[config.mk]
export PLATFORM = sky130hd
export DESIGN_NAME = strike_event_scheduler
export DESIGN_NICKNAME = d
export VERILOG_FILES = /design/src/rtl/strike_pkg.sv /design/src/rtl/rr_arbiter.sv /design/src/rtl/strike_event_scheduler.sv
export SDC_FILE = /design/constraint.sdc
export NUM_CORES = 1
export LEC_CHECK = 0
export ABC_AREA = 0
export BUFFER_PORTS_ARGS = -buffer_cell sky130_fd_sc_hd__buf_2
export CORE_UTILIZATION = 50
export CTS_CLUSTER_DIAMETER = 60
export CTS_CLUSTER_SIZE = 30
export DETAILED_ROUTE_END_ITERATION = 10
export HOLD_SLACK_MARGIN = 0.1
export PLACE_DENSITY = 0.75
export SLEW_MARGIN = 20
export SYNTH_ARGS = -nofsm -noshare
export SYNTH_HDL_FRONTEND = slang
export SYNTH_HIERARCHICAL = 1
export SYNTH_SLANG_ARGS = --single-unit
[constraint.sdc]
create_clock -name clk -period 4.1 [get_ports clk]
set_input_delay 0.82 -clock clk [delete_from_list [all_inputs] [get_ports clk]]
set_output_delay 0.82 -clock clk [all_outputs]
set_load 0.05 [all_outputs]
[src/rtl/strike_pkg.sv]
// strike_pkg: shared constants, event bundle type and width helper
// for the strike event scheduler.
package strike_pkg;

  localparam int N_CH_DEF   = 4;
  localparam int ZONE_W_DEF = 3;
  localparam int CHAN_W_DEF = $clog2(N_CH_DEF);

  typedef struct packed {
    logic [CHAN_W_DEF-1:0] chan;
    logic [ZONE_W_DEF-1:0] zone;
  } strike_evt_t;

  // channel index width, never below one bit
  function automatic int chan_w(input int n);
    return (n < 2) ? 1 : $clog2(n);
  endfunction

endpackage

[src/rtl/rr_arbiter.sv]
// rr_arbiter: round-robin grant over N requesters, searching upward
// from the pointer; the pointer moves past the winner when advanced.
module rr_arbiter
  import strike_pkg::*;
#(
  parameter int N  = 4,
  parameter int IW = chan_w(N)
) (
  input  logic          clk,
  input  logic          rst_n,
  input  logic [N-1:0]  req,
  input  logic          advance,
  output logic [N-1:0]  gnt,
  output logic [IW-1:0] gnt_idx,
  output logic          any_gnt
);

  logic [IW-1:0] ptr;
  logic [IW:0]   s;
  logic [IW-1:0] j;

  // first requester at or after ptr, wrapping at N-1 -> 0
  always_comb begin
    gnt     = '0;
    gnt_idx = '0;
    any_gnt = 1'b0;
    s       = '0;
    j       = '0;
    for (int i = 0; i < N; i++) begin
      s = {1'b0, ptr} + (IW+1)'(i);
      if (s >= (IW+1)'(N))
        s = s - (IW+1)'(N);
      j = s[IW-1:0];
      if (!any_gnt && req[j]) begin
        any_gnt = 1'b1;
        gnt_idx = j;
        gnt[j]  = 1'b1;
      end
    end
  end

  // pointer moves to the channel after the one just granted
  always_ff @(posedge clk or negedge rst_n) begin
    if (!rst_n)
      ptr <= '0;
    else if (advance && any_gnt)
      ptr <= (gnt_idx == IW'(N-1)) ? '0 : gnt_idx + 1'b1;
  end

endmodule

[src/rtl/strike_event_scheduler.sv]
// strike_event_scheduler: one pending event per channel, refractory
// window per channel, round-robin drain onto a valid/ready port.
module strike_event_scheduler
  import strike_pkg::*;
#(
  parameter int N_CH           = N_CH_DEF,
  parameter int ZONE_W         = ZONE_W_DEF,
  parameter int REFRACT_CYCLES = 1000,
  parameter int REFRACT_W      = 16,
  parameter int DROP_W         = 8
) (
  input  logic                     clk,
  input  logic                     rst_n,
  input  logic                     enable,
  input  logic [N_CH-1:0]          strike_in,
  input  logic [N_CH*ZONE_W-1:0]   zone_in,
  output logic                     evt_valid,
  input  logic                     evt_ready,
  output logic [$clog2(N_CH)-1:0]  evt_chan,
  output logic [ZONE_W-1:0]        evt_zone,
  output logic [N_CH-1:0]          pending,
  output logic [DROP_W-1:0]        drop_count,
  input  logic                     clear_drops
);

  localparam int CW     = chan_w(N_CH);
  localparam int NDW    = $clog2(N_CH+1);
  localparam int SUM_W  = DROP_W + NDW + 1;
  // the capture cycle itself is the first refractory cycle
  localparam int R_LOAD =
    (REFRACT_CYCLES > 0) ? REFRACT_CYCLES - 1 : 0;

  logic [N_CH-1:0]                pend_q;
  logic [N_CH-1:0][ZONE_W-1:0]    zone_q;
  logic [N_CH-1:0][REFRACT_W-1:0] refr_q;

  logic [N_CH-1:0] refr_free;
  logic [N_CH-1:0] hit;
  logic [N_CH-1:0] take;
  logic [N_CH-1:0] cap;
  logic [N_CH-1:0] drop;
  logic [N_CH-1:0] gnt;
  logic [CW-1:0]   gnt_idx;
  logic            any_gnt;
  logic            loadable;
  logic [NDW-1:0]  n_drop;
  logic [SUM_W-1:0] drop_sum;

  assign loadable = !evt_valid || evt_ready;
  assign pending  = pend_q;

  rr_arbiter #(
    .N  (N_CH),
    .IW (CW)
  ) u_arb (
    .clk     (clk),
    .rst_n   (rst_n),
    .req     (pend_q),
    .advance (loadable),
    .gnt     (gnt),
    .gnt_idx (gnt_idx),
    .any_gnt (any_gnt)
  );

  // classify each strike as capture, drop or ignore
  always_comb begin
    n_drop = '0;
    for (int k = 0; k < N_CH; k++) begin
      refr_free[k] = (refr_q[k] == '0);
      hit[k]  = strike_in[k] && enable && refr_free[k];
      take[k] = gnt[k] && loadable;
      cap[k]  = hit[k] && (!pend_q[k] || take[k]);
      drop[k] = hit[k] && !cap[k];
      n_drop  = n_drop + NDW'(drop[k]);
    end
    drop_sum = SUM_W'(drop_count) + SUM_W'(n_drop);
  end

  // pending flags, latched zones and refractory counters
  always_ff @(posedge clk or negedge rst_n) begin
    if (!rst_n) begin
      pend_q <= '0;
      zone_q <= '0;
      refr_q <= '0;
    end else begin
      for (int k = 0; k < N_CH; k++) begin
        pend_q[k] <= cap[k] || (pend_q[k] && !take[k]);
        if (cap[k]) begin
          zone_q[k] <= zone_in[k*ZONE_W +: ZONE_W];
          refr_q[k] <= REFRACT_W'(R_LOAD);
        end else if (!refr_free[k]) begin
          refr_q[k] <= refr_q[k] - 1'b1;
        end
      end
    end
  end

  // output event register, reloaded whenever the slot frees up
  always_ff @(posedge clk or negedge rst_n) begin
    if (!rst_n) begin
      evt_valid <= 1'b0;
      evt_chan  <= '0;
      evt_zone  <= '0;
    end else if (loadable) begin
      if (any_gnt) begin
        evt_valid <= 1'b1;
        evt_chan  <= gnt_idx;
        evt_zone  <= zone_q[gnt_idx];
      end else begin
        evt_valid <= 1'b0;
      end
    end
  end

  // saturating drop counter, clear beats increment
  always_ff @(posedge clk or negedge rst_n) begin
    if (!rst_n)
      drop_count <= '0;
    else if (clear_drops)
      drop_count <= '0;
    else if (drop_sum > SUM_W'({DROP_W{1'b1}}))
      drop_count <= '1;
    else
      drop_count <= drop_sum[DROP_W-1:0];
  end

endmodule

* After elaboration in Yosys (flattened, before gate mapping)
Cells that the tools add are included.
** Word-level totals
- Logic and storage cells :: 160
- Input bits :: 21
- Bits in registers :: 96
- Output and inout port bits :: 18
** Operators by class
- Bitwise logic cells :: 3
- Order comparisons :: 14
- $add $sub $neg :: 16
- Mux-type cells :: 46
- Eq/ne operators :: 5
- Reduce and logical (&&, ||, !) cells :: 62
** Operators with widths (number)
- 2-to-1 mux 16 bit :: 8
- zero test 16 bit :: 4
- subtractor 16 x 1 -> 16 bit (second input constant) :: 4
- logical AND 1 bit :: 32
- 2-to-1 mux 2 bit :: 9
- zero test 1 bit :: 16
- 2-to-1 mux 4 bit :: 4
- 2-to-1 mux 8 bit :: 2
- < comparator 2 x 3 -> 1 bit (second input constant) :: 5
- 2-to-1 mux 1 bit :: 13
- OR 4 bit :: 3
- adder 8 x 3 -> 9 bit :: 1
- >= comparator 3 bit (second input constant) :: 3
- > comparator 9 x 8 -> 1 bit (second input constant) :: 1
- logical OR 1 bit :: 9
- binary-select mux 1 bit (select 2 bit) :: 4
- demux 1 bit (select 2 bit) :: 4
- >= comparator 2 x 1 -> 1 bit (second input constant) :: 4
- inequality test 2 x 1 -> 1 bit (second input constant) :: 4
- subtractor 2 x 1 -> 2 bit (second input constant) :: 4
- adder 2 x 2 -> 3 bit (second input constant) :: 2
- binary-select mux 3 bit (select 2 bit) :: 1
- adder 2 x 1 -> 3 bit :: 1
- adder 2 x 1 -> 3 bit (second input constant) :: 1
- other kinds (7) :: 7

* Logic depth before layout (Yosys ltp)
- Depth after elaboration :: 26
- Gate-level depth with buffers :: 20
- Mapped depth without buffers :: 18

* By module
Netlist, hierarchy kept.
** By module, submodules not included
- strike_event_scheduler :: cells an instance 429, area each 4596.9 um^2, times used 1, sequential area each 2352.3 um^2
- rr_arbiter :: cells an instance 69, area each 603.1 um^2, times used 1, sequential area each 50.0 um^2

* Least setup slack after synthesis
Ideal clock, no wire load.
- Kind :: register -> register
- Start :: reg with a tool-made name
- End :: reg drop_count[0]
- Arrival time :: 4.367 ns
- Library setup time :: 0.079 ns
- Setup slack :: -0.346 ns
- Period minus slack after synthesis :: 4.446 ns
- Stages on the path, launching flop included :: 19
- Required time :: 4.021 ns
- Path buffers :: 2
- Cells stage by stage :: dfrtp_1 -> buf_4 -> inv_1 -> ha_1 -> clkbuf_4 -> mux4_2 -> a22oi_1 -> nor2_1 -> a221o_1 -> a21boi_0 -> nand4_1 -> fa_1 -> fa_1 -> inv_1 -> fa_1 -> and3_1 -> and3_1 -> nand3_1 -> a21oi_1
** RTL lines
- end signal: assignment :: line strike_event_scheduler.sv:124 : drop_count <= drop_sum[DROP_W-1:0];
- end: declaration :: line strike_event_scheduler.sv:22 : output logic [DROP_W-1:0] drop_count,

* Worst setup path after layout
- Start :: reg u_arb.ptr[1]
- End :: reg drop_count[4]
** Between the ends
- Longest elaborated chain between the ends :: 26
- Elaborated cells on any way between the ends :: 86
- Those cells by class :: 11 x add/sub; 13 x order compare; 29 x mux; 3 x bitwise; 30 x reduce/logical
** RTL lines
- start: declaration :: line rr_arbiter.sv:18 : logic [IW-1:0] ptr;
- start signal: assignment :: line rr_arbiter.sv:47 : ptr <= (gnt_idx == IW'(N-1)) ? '0 : gnt_idx + 1'b1;
- parallel branches: the longest is 13 deep, another holds adder 2 x 1 -> 3 bit
- 2-to-1 mux 4 bit (*) :: line rr_arbiter.sv:34 : if (!any_gnt && req[j]) begin
- named net gnt[0] :: line strike_event_scheduler.sv:42 : logic [N_CH-1:0] gnt;
- logical AND 1 bit (*) :: line strike_event_scheduler.sv:71 : take[k] = gnt[k] && loadable;
- logical OR 1 bit (*) :: line strike_event_scheduler.sv:72 : cap[k] = hit[k] && (!pend_q[k] || take[k]);
- logical AND 1 bit (*) :: line strike_event_scheduler.sv:72
- zero test 1 bit (*) :: line strike_event_scheduler.sv:73 : drop[k] = hit[k] && !cap[k];
- logical AND 1 bit (*) :: line strike_event_scheduler.sv:73
- adder 1 x 1 -> 2 bit (*) :: line strike_event_scheduler.sv:74 : n_drop = n_drop + NDW'(drop[k]);
- adder 2 x 1 -> 3 bit (*) :: line strike_event_scheduler.sv:74
- adder 3 x 1 -> 3 bit (*) :: line strike_event_scheduler.sv:74
- adder 8 x 3 -> 9 bit (*) :: line strike_event_scheduler.sv:76 : drop_sum = SUM_W'(drop_count) + SUM_W'(n_drop);
- > comparator 9 x 8 -> 1 bit :: line strike_event_scheduler.sv:121 : else if (drop_sum > SUM_W'({DROP_W{1'b1}}))
- 2-to-1 mux 8 bit (*) :: line strike_event_scheduler.sv:121
- 2-to-1 mux 8 bit (*) :: line strike_event_scheduler.sv:119 : else if (clear_drops)
Mark *: on every way through the listed nets, which the timed path passes. The select of a mux whose other input is x is not followed.
A chain may end at the register's enable or synchronous reset.

==> impl_metrics.py <==
metrics = {
    "run_status": {
        "status": "finished clean",
    },
    "setup_path": {
        "start_kind": "flop",
        "critPathBufInv": 2,
        "crit_family": "adder cells",
        "max_stage_delay_ps": 480,
        "crit_chain": "inv_2, ha_4, mux4_2, a22oi_2, nor2_1, a221o_1, a21boi_2, nand4_1, fa_1, fa_2, inv_2, fa_2, and3_4, and3_4, nand3_4, a21oi_2",
        "crit_type": "flop to flop",
        "crit_fanout": 7,
        "slowest_stage": "fa_1",
        "end_kind": "flop",
        "arrival_ps": 4310,
        "r2r_setup_slack_ps": 90,
        "required_ps": 4400,
    },
    "drt": {
        "finalWirelength_um": 11140,
        "vias": 4041,
        "ant_nets": 0,
        "viasPerCell": 5.857,
        "routedWlPerCell_um": 16.14,
        "drt_iter0_drc": 157,
        "dr.pass1.iters": 5,
        "post-route-drc-count": 0,
    },
    "global_routing": {
        "antenna_found_initial": 1,
        "gr-usage-all-layers": 0.2141,
        "grt_pass1_vias": 3913,
        "grt_max_degree": 72,
        "grt_pass1_wl_um": 18640,
        "gr-total-overflow": 0,
    },
    "floorplanning": {
        "start_util": 0.5247,
        "die_area_mm2": 0.01081,
        "ios": 39,
        "chipHeight_um": 104.0,
        "core_mm2": 0.009910,
        "rows": 36,
        "fp.dieW_um": 104.0,
    },
    "worst_hold_path": {
        "min_path_type": "flop to flop",
    },
    "timing": {
        "rsz0062_at_grt": "yes",
        "drv_slew": 0,
        "finalHoldViolCount": 0,
        "setup_ws_ps": 89.36,
        "min_period_ps": 4011,
        "hold_slack_ps": 477.9,
        "fmax_ghz": 0.2493,
        "setup_viol": 0,
        "skew_ps": 9.802,
        "tightestPinTransition_ps": 897.1,
        "relSlewSlack": 0.4019,
        "fin_crit_sh": 0.9782,
    },
    "layout": {
        "drive_above_1_share": 0.2424,
        "fin_cells": 690,
        "nets": 591,
        "diodes": 0,
        "area_growth_pct": 13.57,
    },
    "pwr": {
        "power.ir.vdd_worst_uv": 248.1,
        "leakage_uw": 0.002691,
        "power_density_mw_per_mm2": 475.4,
    },
    "cts": {
        "tritoncts": "done",
        "cts_made_buffers": 9,
        "cts_buffer_depth": 2,
        "path_clk_slew_ps": 90,
        "h-tree-depth": 3,
        "clkLatencyLatePin_ps": 370,
        "clock-sinks": 96,
        "ctsRootBufferMaster": "clkbuf_8",
    },
    "synthesis": {
        "ys_warn_count": 6,
        "async_reset_ff_frac": 1.000,
        "postSynthCellCount": 498,
        "synth_ff_type": "dfrtp_1",
        "netlist_area_mm2": 0.005200,
        "synthesis.nets": 536,
        "ys_ff_latch": 96,
        "synth.distinct_cells": 70,
        "synth_top_area_cell": "dfrtp_1",
        "ys_top_cells_by_area": "dfrtp_1 (46%), nand2_1 (4.9%), ha_1 (3.4%)",
        "synth_top_cell_area_share": 0.4620,
        "syn_area_per_cell_um2": 10.44,
        "synth_edf_count": 0,
        "yosysSeqAreaShare": 0.4620,
    },
    "placement": {
        "place_congestion": 0.9036,
        "portBuffers": 38,
        "dp_hpwl_um": 7750,
        "place_inst": 664,
        "dp_slack_ps": -10.51,
    },
    "job": {
        "drv_cap": 0,
    },
}
==> cell usage after synthesis, drive strengths merged (6+ instances only) <==
cell type / count
a21oi: 13
buf: 9
dfrtp: 96
ha: 14
inv: 21
mux2: 18
mux2i: 6
mux4: 6
nand2: 68
nand2b: 8
nand3: 16
nand4: 7
nor2: 29
nor3: 24
nor4: 15
o21ai: 14
o31ai: 7
or3: 8
or4: 10
xnor2: 18
xor2: 17
==> power breakdown <==
group	leakage, µW	total, µW	internal (µW)	switching, µW
sequential	0.00121	1200	1060	144
clock	0.0000841	564	233	331
combinational	0.00140	1040	455	586
==> per-layer routing <==
layer,GRT usage,share of wire
met1,0.2931,0.44
met2,0.3357,0.47
met3,0.03509,0.059
met4,0.09694,0.028
met5,0,0
==> state kept, by name (all words and copies together), names as in the netlist, named ones only <==
| signal | count |
|---|---|
| evt_zone | 3 |
| u_arb/ptr | 1 |
| drop_count | 8 |
| pending | 4 |
| evt_chan | 2 |
| refr_q | 64 |
| zone_q | 12 |
| evt_valid | 1 |
==> layout make-up <==
| cell class | count | area [µm²] |
|---|---|---|
| fillers | 824 | 4004 |
| multi-input cells | 369 | 2754 |
| flip-flops and latches | 96 | 2404 |
| repair buffers | 56 | 331.6 |
| well taps | 133 | 166.4 |
| clock buffers | 10 | 137.6 |
| inverters | 21 | 78.83 |
| clock inverters | 5 | 33.78 |
==> worst reg2reg max path: stages, from the launching register on <==
cell      delay (ps)
dfrtp_1          420
inv_2             90
ha_4             280
mux4_2           400
a22oi_2          220
nor2_1            70
a221o_1          300
a21boi_2         170
nand4_1          160
fa_1             490
fa_2             370
inv_2             70
fa_2             220
and3_4           180
and3_4           210
nand3_4          130
a21oi_2          170
==> metrics by stage <==
stage                     power (µW)  TNS (ps)    util  area [µm²]
after CTS                       2696         0  0.5806        5753
after detailed placement        2111    -10.51  0.5614        5563
after global routing            2971    -481.5  0.5960        5906
after floorplan                 1917         0       -        5243
after global placement          2075         0  0.5614        5563
final                           2808         0  0.5960        5906
==> logic make-up (layout without fill, tap and decap cells) <==
group	Yosys count	after routing	synth area share
and+or+nand+nor	210	210	0.2178
buffers and inverters	33	92	0.03080
DFF	96	96	0.4620
xor gates and xnor gates	35	35	0.05895
AOI/OAI and AO/OA	77	77	0.1052
muxes	30	30	0.08013
adders and majority gates	17	17	0.04524
==> cells in the final DEF (no fill, tap or decap), types with 5 or more instances in the layout <==
master	Yosys	routed
dfrtp_1	96	95
nand2b_1	7	7
inv_1	21	18
buf_4	2	18
mux2_2	14	14
o31ai_1	6	6
mux2i_1	6	6
or3_1	7	7
mux4_2	5	5
nor2_1	29	29
o21bai_1	5	5
a21oi_1	13	9
xnor2_1	18	18
buf_2	2	37
o21ai_0	10	9
ha_1	14	13
o211ai_1	5	5
nand4_1	7	7
clkbuf_8	0	10
nor3_1	24	23
nand3_1	15	14
nor4_1	13	13
xor2_1	17	17
or4_1	7	7
nand2_1	68	68
==> final timing paths <==
| check | end | cells after the start | start |
|---|---|---|---|
| max | drop_count[4]$_DFF_PN0_ | 16 | u_arb/ptr[1]$_DFFE_PN0P_ |
| min | refr_q[46]$_DFFE_PN0P_ | 1 | refr_q[46]$_DFFE_PN0P_ |
| max reg2reg | drop_count[4]$_DFF_PN0_ | 16 | u_arb/ptr[1]$_DFFE_PN0P_ |
| min reg2reg | refr_q[46]$_DFFE_PN0P_ | 1 | refr_q[46]$_DFFE_PN0P_ |
| max in group asynchronous | refr_q[12]$_DFFE_PN0P_ | 2 | rst_n |
| min in group asynchronous | refr_q[24]$_DFFE_PN0P_ | 1 | rst_n |
==> repair_timing <==
action / in CTS / in global routing
setup buffers: 2 / 9
pin swaps: 0 / 9
resized for setup: 1 / 17
hold buffers: 0 / 0
endpoints found under the setup margin: 7 / 8
Note: power is estimated with default switching activity, not from simulation.
